### src/rtl/rs232_frame_parser.sv
// RS232 command frame parser: A5, cmd, 4 payload bytes (MSB first), XOR checksum.
// Define FRAME_STATS_EN to add saturating good/bad frame counters.
`default_nettype none

module rs232_frame_parser #(
    parameter logic [7:0] HEADER         = 8'hA5,
    parameter logic [7:0] CMD_GPIO       = 8'h01,
    parameter logic [7:0] CMD_SNR        = 8'h02,
    parameter int          TIMEOUT_CYCLES = 50000,
    parameter int          TO_W           = 16
) (
    input  logic        CLOCK_50,
    input  logic        reset,
    input  logic        byte_valid,
    input  logic [7:0]  byte_data,
    output logic [31:0] rx_data,
    output logic        gpio_start,
    output logic        snr_start,
    output logic        frame_err,
    output logic [1:0]  err_code,
    output logic        busy
`ifdef FRAME_STATS_EN
    ,
    output logic [15:0] good_cnt,
    output logic [15:0] bad_cnt
`endif
);

    typedef enum logic [1:0] {
        IDLE    = 2'd0,
        CMD     = 2'd1,
        PAYLOAD = 2'd2,
        CHK     = 2'd3
    } state_t;

    localparam logic [TO_W-1:0] TO_MAX = TO_W'(TIMEOUT_CYCLES);

    state_t          r_state;
    logic [TO_W-1:0] r_cnt;
    logic [7:0]      r_chk;
    logic [1:0]      r_idx;
    logic [7:0]      r_cmd;
    logic [31:0]     r_shadow;
    logic [31:0]     r_rx_data;
    logic            r_gpio;
    logic            r_snr;
    logic            r_err;
    logic [1:0]      r_code;
    logic            r_busy;

    logic w_cmd_ok;
    logic w_chk_ok;
    logic w_expire;
    logic w_good;

    assign w_cmd_ok = (byte_data == CMD_GPIO) || (byte_data == CMD_SNR);
    assign w_chk_ok = (byte_data == r_chk);
    assign w_expire = !byte_valid && (r_state != IDLE) && (r_cnt == TO_MAX);
    assign w_good   = byte_valid && (r_state == CHK) && w_chk_ok;

    always_ff @(posedge CLOCK_50) begin
        if (!reset) begin
            r_state   <= IDLE;
            r_cnt     <= '0;
            r_chk     <= '0;
            r_idx     <= '0;
            r_cmd     <= '0;
            r_shadow  <= '0;
            r_rx_data <= '0;
            r_gpio    <= 1'b0;
            r_snr     <= 1'b0;
            r_err     <= 1'b0;
            r_code    <= '0;
            r_busy    <= 1'b0;
        end else begin
            r_gpio <= 1'b0;
            r_snr  <= 1'b0;
            r_err  <= 1'b0;
            if (byte_valid) begin
                // any accepted byte restarts the inter-byte window
                r_cnt <= '0;
                unique case (r_state)
                    IDLE: begin
                        if (byte_data == HEADER) begin
                            r_state <= CMD;
                            r_chk   <= '0;
                            r_busy  <= 1'b1;
                        end
                    end
                    CMD: begin
                        if (w_cmd_ok) begin
                            r_cmd   <= byte_data;
                            r_chk   <= byte_data;
                            r_idx   <= '0;
                            r_state <= PAYLOAD;
                        end else begin
                            r_err   <= 1'b1;
                            r_code  <= 2'd1;
                            r_state <= IDLE;
                            r_busy  <= 1'b0;
                        end
                    end
                    PAYLOAD: begin
                        r_shadow <= {r_shadow[23:0], byte_data};
                        r_chk    <= r_chk ^ byte_data;
                        r_idx    <= r_idx + 2'd1;
                        if (r_idx == 2'd3) begin
                            r_state <= CHK;
                        end
                    end
                    CHK: begin
                        if (w_good) begin
                            r_rx_data <= r_shadow;
                            r_gpio    <= (r_cmd == CMD_GPIO);
                            r_snr     <= (r_cmd == CMD_SNR);
                        end else begin
                            r_err  <= 1'b1;
                            r_code <= 2'd2;
                        end
                        r_state <= IDLE;
                        r_busy  <= 1'b0;
                    end
                endcase
            end else if (r_state != IDLE) begin
                if (w_expire) begin
                    r_err   <= 1'b1;
                    r_code  <= 2'd3;
                    r_state <= IDLE;
                    r_busy  <= 1'b0;
                    r_cnt   <= '0;
                end else begin
                    r_cnt <= r_cnt + 1'b1;
                end
            end
        end
    end

    assign rx_data    = r_rx_data;
    assign gpio_start = r_gpio;
    assign snr_start  = r_snr;
    assign frame_err  = r_err;
    assign err_code   = r_code;
    assign busy       = r_busy;

`ifdef FRAME_STATS_EN
    logic        w_bad;
    logic [15:0] r_good_cnt;
    logic [15:0] r_bad_cnt;

    assign w_bad = w_expire ||
                   (byte_valid && (r_state == CMD) && !w_cmd_ok) ||
                   (byte_valid && (r_state == CHK) && !w_chk_ok);

    always_ff @(posedge CLOCK_50) begin
        if (!reset) begin
            r_good_cnt <= '0;
            r_bad_cnt  <= '0;
        end else begin
            if (w_good && (r_good_cnt != 16'hFFFF)) begin
                r_good_cnt <= r_good_cnt + 16'd1;
            end
            if (w_bad && (r_bad_cnt != 16'hFFFF)) begin
                r_bad_cnt <= r_bad_cnt + 16'd1;
            end
        end
    end

    assign good_cnt = r_good_cnt;
    assign bad_cnt  = r_bad_cnt;
`endif

endmodule

`default_nettype wire

### config.mk
export PLATFORM = sky130hd
export DESIGN_NAME = rs232_frame_parser
export DESIGN_NICKNAME = d
export VERILOG_FILES = /design/src/rtl/rs232_frame_parser.sv
export SDC_FILE = /design/constraint.sdc
export NUM_CORES = 1
export LEC_CHECK = 0
export CORE_MARGIN = 2
export CORE_UTILIZATION = 40
export DETAILED_ROUTE_END_ITERATION = 12
export GPL_TIMING_DRIVEN = 0
export HOLD_SLACK_MARGIN = 0.15
export MAX_ROUTING_LAYER = met4
export REMOVE_ABC_BUFFERS = 1
export SKIP_LAST_GASP = 1
export SYNTH_ARGS = -nofsm -noshare
export SYNTH_HDL_FRONTEND = slang
export SYNTH_SLANG_ARGS = --single-unit
### constraint.sdc
create_clock -name CLOCK_50 -period 3.05 [get_ports CLOCK_50]
set_input_delay 0.61 -clock CLOCK_50 [delete_from_list [all_inputs] [get_ports CLOCK_50]]
set_output_delay 0.61 -clock CLOCK_50 [all_outputs]
set_load 0.05 [all_outputs]
After elaboration in Yosys (flattened, before gate mapping)
Index checks and enable logic that the tools add are counted.
W data, S select, Z words.
{"block": "word_totals", "reg_bits": 106, "in_bits": 11, "out_inout_bits": 38}
{"block": "op_classes", "addsub": 2, "eq_ne": 19, "n_mux": 31, "n_bitwise": 2, "reduce_logical": 22}
{"op": "$mux W2", "count": 12}
{"op": "$pmux W8 S3", "count": 1}
{"op": "$add A16 B1 Y16 const B", "count": 1}
{"op": "$eq A16 B16 Y1 const B", "count": 1}
{"op": "$eq A8 B1 Y1 const B", "count": 2}
{"op": "$eq A8 B2 Y1 const B", "count": 2}
{"op": "$mux W16", "count": 1}
{"op": "$mux W8", "count": 2}
{"op": "$ne A3 B3 Y1 const B", "count": 4}
{"op": "$reduce_and A4 Y1", "count": 3}
{"op": "$mux W1", "count": 10}
{"op": "$reduce_and A5 Y1", "count": 2}
{"op": "$reduce_and A3 Y1", "count": 3}
{"op": "$eq A8 B8 Y1", "count": 1}
{"op": "$eq A8 B8 Y1 const B", "count": 1}
{"op": "$pmux W2 S2", "count": 2}
{"op": "$pmux W2 S4", "count": 1}
{"op": "$reduce_bool A2 Y1", "count": 4}
{"op": "$xor A8 B8 Y8", "count": 1}
{"op": "$eq A2 B2 Y1 const B", "count": 3}
{"op": "$logic_and A1 B1 Y1", "count": 4}
{"op": "$ne A2 B2 Y1 const B", "count": 2}
{"op": "$ne A4 B1 Y1 const B", "count": 1}
{"op": "$ne A3 B1 Y1 const B", "count": 1}
{"op": "other kinds (11)", "count": 11}

Logic depth before layout (Yosys ltp)
{"block": "logic_depth", "word_depth": 6, "depth_mapped": 10, "depth_no_buf": 7}

Least setup slack after synthesis
Ideal clock, no wire load.
{"block": "synth_timing", "kind": "flip-flop to flip-flop", "from": "register r_state[0]", "to": "register r_cnt[10]", "setup_time_ps": 117, "arrival_time_ps": 1881, "setup_slack_ps": 1052, "path_stages_with_launch": 11, "synth_period_minus_slack_ps": 1998, "cell_sequence": "dfxtp_1 > inv_1 > ha_1 > buf_2 > and3b_1 > nand3_1 > or2_0 > buf_2 > nand3_1 > buf_2 > nor2_1"}
{"block": "synth_between", "elab_chain_len": 4}
{"item": "start: declaration", "line_no": "38", "rtl": "state_t r_state;"}
{"item": "start signal: assignment", "line_no": "63", "rtl": "r_state <= IDLE;"}
{"item": "start signal: assignment", "line_no": "85", "rtl": "r_state <= CMD;"}
{"item": "start signal: assignment", "line_no": "95", "rtl": "r_state <= PAYLOAD;"}
{"item": "$reduce_bool A2 Y1 (*)", "line_no": "58, 124"}
{"item": "$logic_and A1 B1 Y1 (2 in a row)", "line_no": "58", "rtl": "assign w_expire = !byte_valid && (r_state != IDLE) && (r_cnt == TO_MAX);"}
{"item": "$mux W16", "line_no": "125", "rtl": "if (w_expire) begin"}
{"item": "end signal: assignment", "line_no": "132", "rtl": "r_cnt <= r_cnt + 1'b1;"}
{"item": "end: declaration", "line_no": "39", "rtl": "logic [TO_W-1:0] r_cnt;"}
Mark *: on every way between the ends. The rest lies on a longest branch, timed or not.
A chain may end at the register's enable or synchronous reset.

Final worst setup path
{"block": "layout_timing", "from": "input byte_data[3]", "to": "register r_chk[4]"}
{"block": "layout_between", "elab_chain_len": 4, "elab_cells_between_ends": 7, "classes_between": "eq/ne: 5; reduce/logical: 2"}
{"item": "start: declaration", "line_no": "15", "rtl": "input logic [7:0] byte_data,"}
{"item": "$eq A8 B1 Y1 / $eq A8 B2 Y1 (equally long branches)", "line_no": "56", "rtl": "assign w_cmd_ok = (byte_data == CMD_GPIO) || (byte_data == CMD_SNR);"}
{"item": "$logic_or A1 B1 Y1", "line_no": "56"}
{"item": "$ne A2 B2 Y1 (no line)"}
{"item": "$reduce_and A4 Y1 (no line) (*)"}
{"item": "end signal: assignment", "line_no": "93", "rtl": "r_chk <= byte_data;"}
{"item": "end signal: assignment", "line_no": "105", "rtl": "r_chk <= r_chk ^ byte_data;"}
{"item": "end: declaration", "line_no": "40", "rtl": "logic [7:0] r_chk;"}
Marked as above.

==> flow_metrics.tcl <==
set metrics [dict create \
    finalSetupViolCount 0 \
    worstReg2RegStart "r_state[0]" \
    netlist_area_um2 4580 \
    synth_edf_count 0 \
    p_leak_nw 1.82 \
    crit_required_ps 3250 \
    drcViolationCount 0 \
    drive_above_1_share 0.0568 \
    layout_setup_ws_ps 394 \
    p_switching_uw 577 \
    dp_hpwl_um 6200 \
    ys_async_sr_fraction 0 \
    cts-root-buf "clkbuf_16" \
    postLayoutCoreUtil 0.479 \
    cts_max_path_buffers 2 \
    synthFlopType "dfxtp_1" \
    grt_max_degree 59 \
    start_util 0.405 \
    drv_cap 0 \
    viasPerCell 5.01 \
    final_cells 724 \
    p_seq_frac 0.525 \
    routabilityCongestion 0.782 \
    path_class "primary input to flip-flop" \
    clkSinkCount 106 \
    final-max-slew-violation-count 0 \
    p_per_area_nw_per_um2 485 \
    cts_tree "built" \
    period_share 0.871 \
    cp-start-kind "primary input" \
    max_stage_delay_ps 870 \
    r2r-end "r_shadow[28]" \
    yosysWarnings 0 \
    pre_cts_slack_ps -505 \
    yosys-top-cells-area "dfxtp_1, nand2_1, a21boi_0" \
    multiInputGateArea_um2 2260 \
    hold_violations 0 \
    switching_share 0.219 \
    grt_pass1_vias 3454 \
    critPathArrivalTime_ps 2860 \
    min_from "rx_data[2]" \
    crit_path_end "r_chk[4]" \
    grt_pass1_wl_um 16000 \
    rows 39 \
    clock_skew_ps 8.86 \
    io_buffer_count 48 \
    syn_area_per_cell_um2 8.34 \
    yosysUniqueCellTypes 47 \
    postRouteWirelength_um 9360 \
    total_power_mw 2.63 \
    cts_buffers 9 \
    seq_area_um2 2120 \
    die-area_um2 12300 \
    chipWidth_um 111 \
    clk-insertion-delay-late_ps 350 \
    synthTopCellsByCount "nand2_1, dfxtp_1, a21boi_0" \
    setup.worst_path.end_class "flip-flop" \
    cp_slowest_cell "a2111oi_4" \
    synth_cells 550 \
    synth.most_common_cell "nand2_1" \
    ir_worst_vdd_uv 283 \
    dr.pass1.iters 4 \
    synth_seq_cells 106 \
    place_inst 708 \
    netlist.area_leader.share 0.463 \
    intPower_mw 2.06 \
    holdWs_ps 448 \
    antenna_found_initial 0 \
    nets 596 \
    max_slew_margin 0.280 \
    grt_usage 0.161 \
    postCtsSetupRepairBufs 0 \
    seq_area_frac_synth 0.463 \
    fillers 1143 \
    wl_per_cell_um 12.9 \
    outcome "completed" \
    die_h_um 111 \
    r2r_slack_ps 630 \
    path_cells "clkdlybuf4s50_1 > nor3_2 > nand3_1 > a2111oi_4 > o21ai_0" \
    grt-ovfl-total 0 \
    rsz0062_at_grt "false" \
    area_delta_synth_final_pct 18.4 \
    path_clk_slew_ps 70 \
    hold_depth 2 \
    path_max_fanout 16 \
    n_antenna_cell 0 \
    power_frac_comb 0.028 \
    htreeDepth 3 \
    postRouteAntennaNets 0 \
    drtIter0Drc 215 \
    worstRegToRegCells 5 \
    coreArea_um2 11300 \
    crit_start "byte_data[3]" \
    pwr-share-clk 0.447 \
    synth_largest_area_cell "dfxtp_1" \
    hp-class "flip-flop to flip-flop" \
    max_freq_mhz 377 \
    cts_hold_buf 0 \
    final.min_clock_period_ps 2660 \
    io_pins 49 \
    worst_pin_slew_ps 1080 \
    routed-via-count 3630 \
]
worst max-delay path, delay by kind of cell:
kind / cells / cell delay, ps
and+or+nand+nor: 2 / 640
buffers and inverters: 1 / 520
AOI/OAI and AO/OA: 2 / 1080
what timing repair did:
item                       in CTS  in global routing
hold endpoints to repair        0                  0
gates resized for setup         2                  0
setup endpoints to repair      34                  0
power groups by stage:
stage                     logic [mW]  registers (mW)  clock network, mW
final                         0.0733            1.38               1.18
after global routing          0.0793            1.38               1.26
after CTS                     0.0741            1.38               1.21
after detailed placement      0.0736            1.42                  0
after global placement        0.0748            1.42                  0
after floorplan               0.0263            1.42                  0
how the worst min path moves through the flow:
stage                       end  slack (ps)
finish               rx_data[2]         450
global route        rx_data[13]         470
CTS                  rx_data[2]         450
detailed placement   rx_data[2]         440
global placement      snr_start         440
floorplan             snr_start         410
routing by layer:
metal	vias up	routed length (um)	track usage
met1	1682	4510	0.198
met2	53	4410	0.268
met3	13	315	0.0361
met4	0	127	0.0469
met5	-	0	-
li1	1882	-	-
layout make-up:
class | instances | area share
clock inverter | 7 | 0.0143
clock buffer | 9 | 0.0415
inverter | 11 | 0.00761
sequential | 106 | 0.391
tap | 143 | 0.0330
multi-input combinational | 398 | 0.416
timing repair buffer | 50 | 0.0964
state kept, by name, summed over array words and instances, names as in the netlist:
register	count
frame_err	1
r_chk	8
rx_data	32
r_idx	2
r_shadow	32
snr_start	1
r_cmd	8
busy	1
r_cnt	16
r_state	2
err_code	2
gpio_start	1
metrics by stage:
stage | instance area [um2] | setup TNS, ps
final | 5430 | 0
after CTS | 5430 | 0
after detailed placement | 5120 | -14440
after floorplan | 4410 | 0
after global placement | 5070 | -60160
after global routing | 5430 | 0
layout by cell type, fill, tap and decap left out, drive strengths merged, types with 4 or more instances in the layout:
cell type	instances
nand2	163
dfxtp	106
a21boi	64
clkdlybuf4s50	47
o21ai	29
nor2	21
nand3	19
xor2	16
inv	13
nor2b	11
ha	9
clkbuf	9
and3	8
xnor2	7
nor3	7
nand4	4
cell families after synthesis:
| kind of cell | synth area share |
|---|---|
| AOI/OAI and AO/OA | 0.169 |
| xor gates and xnor gates | 0.0439 |
| adders and majority gates | 0.0246 |
| buffers and inverters | 0.0461 |
| DFF | 0.463 |
| muxes | 0.00437 |
| and+or+nand+nor | 0.249 |
(Power assumes the default switching activity.)
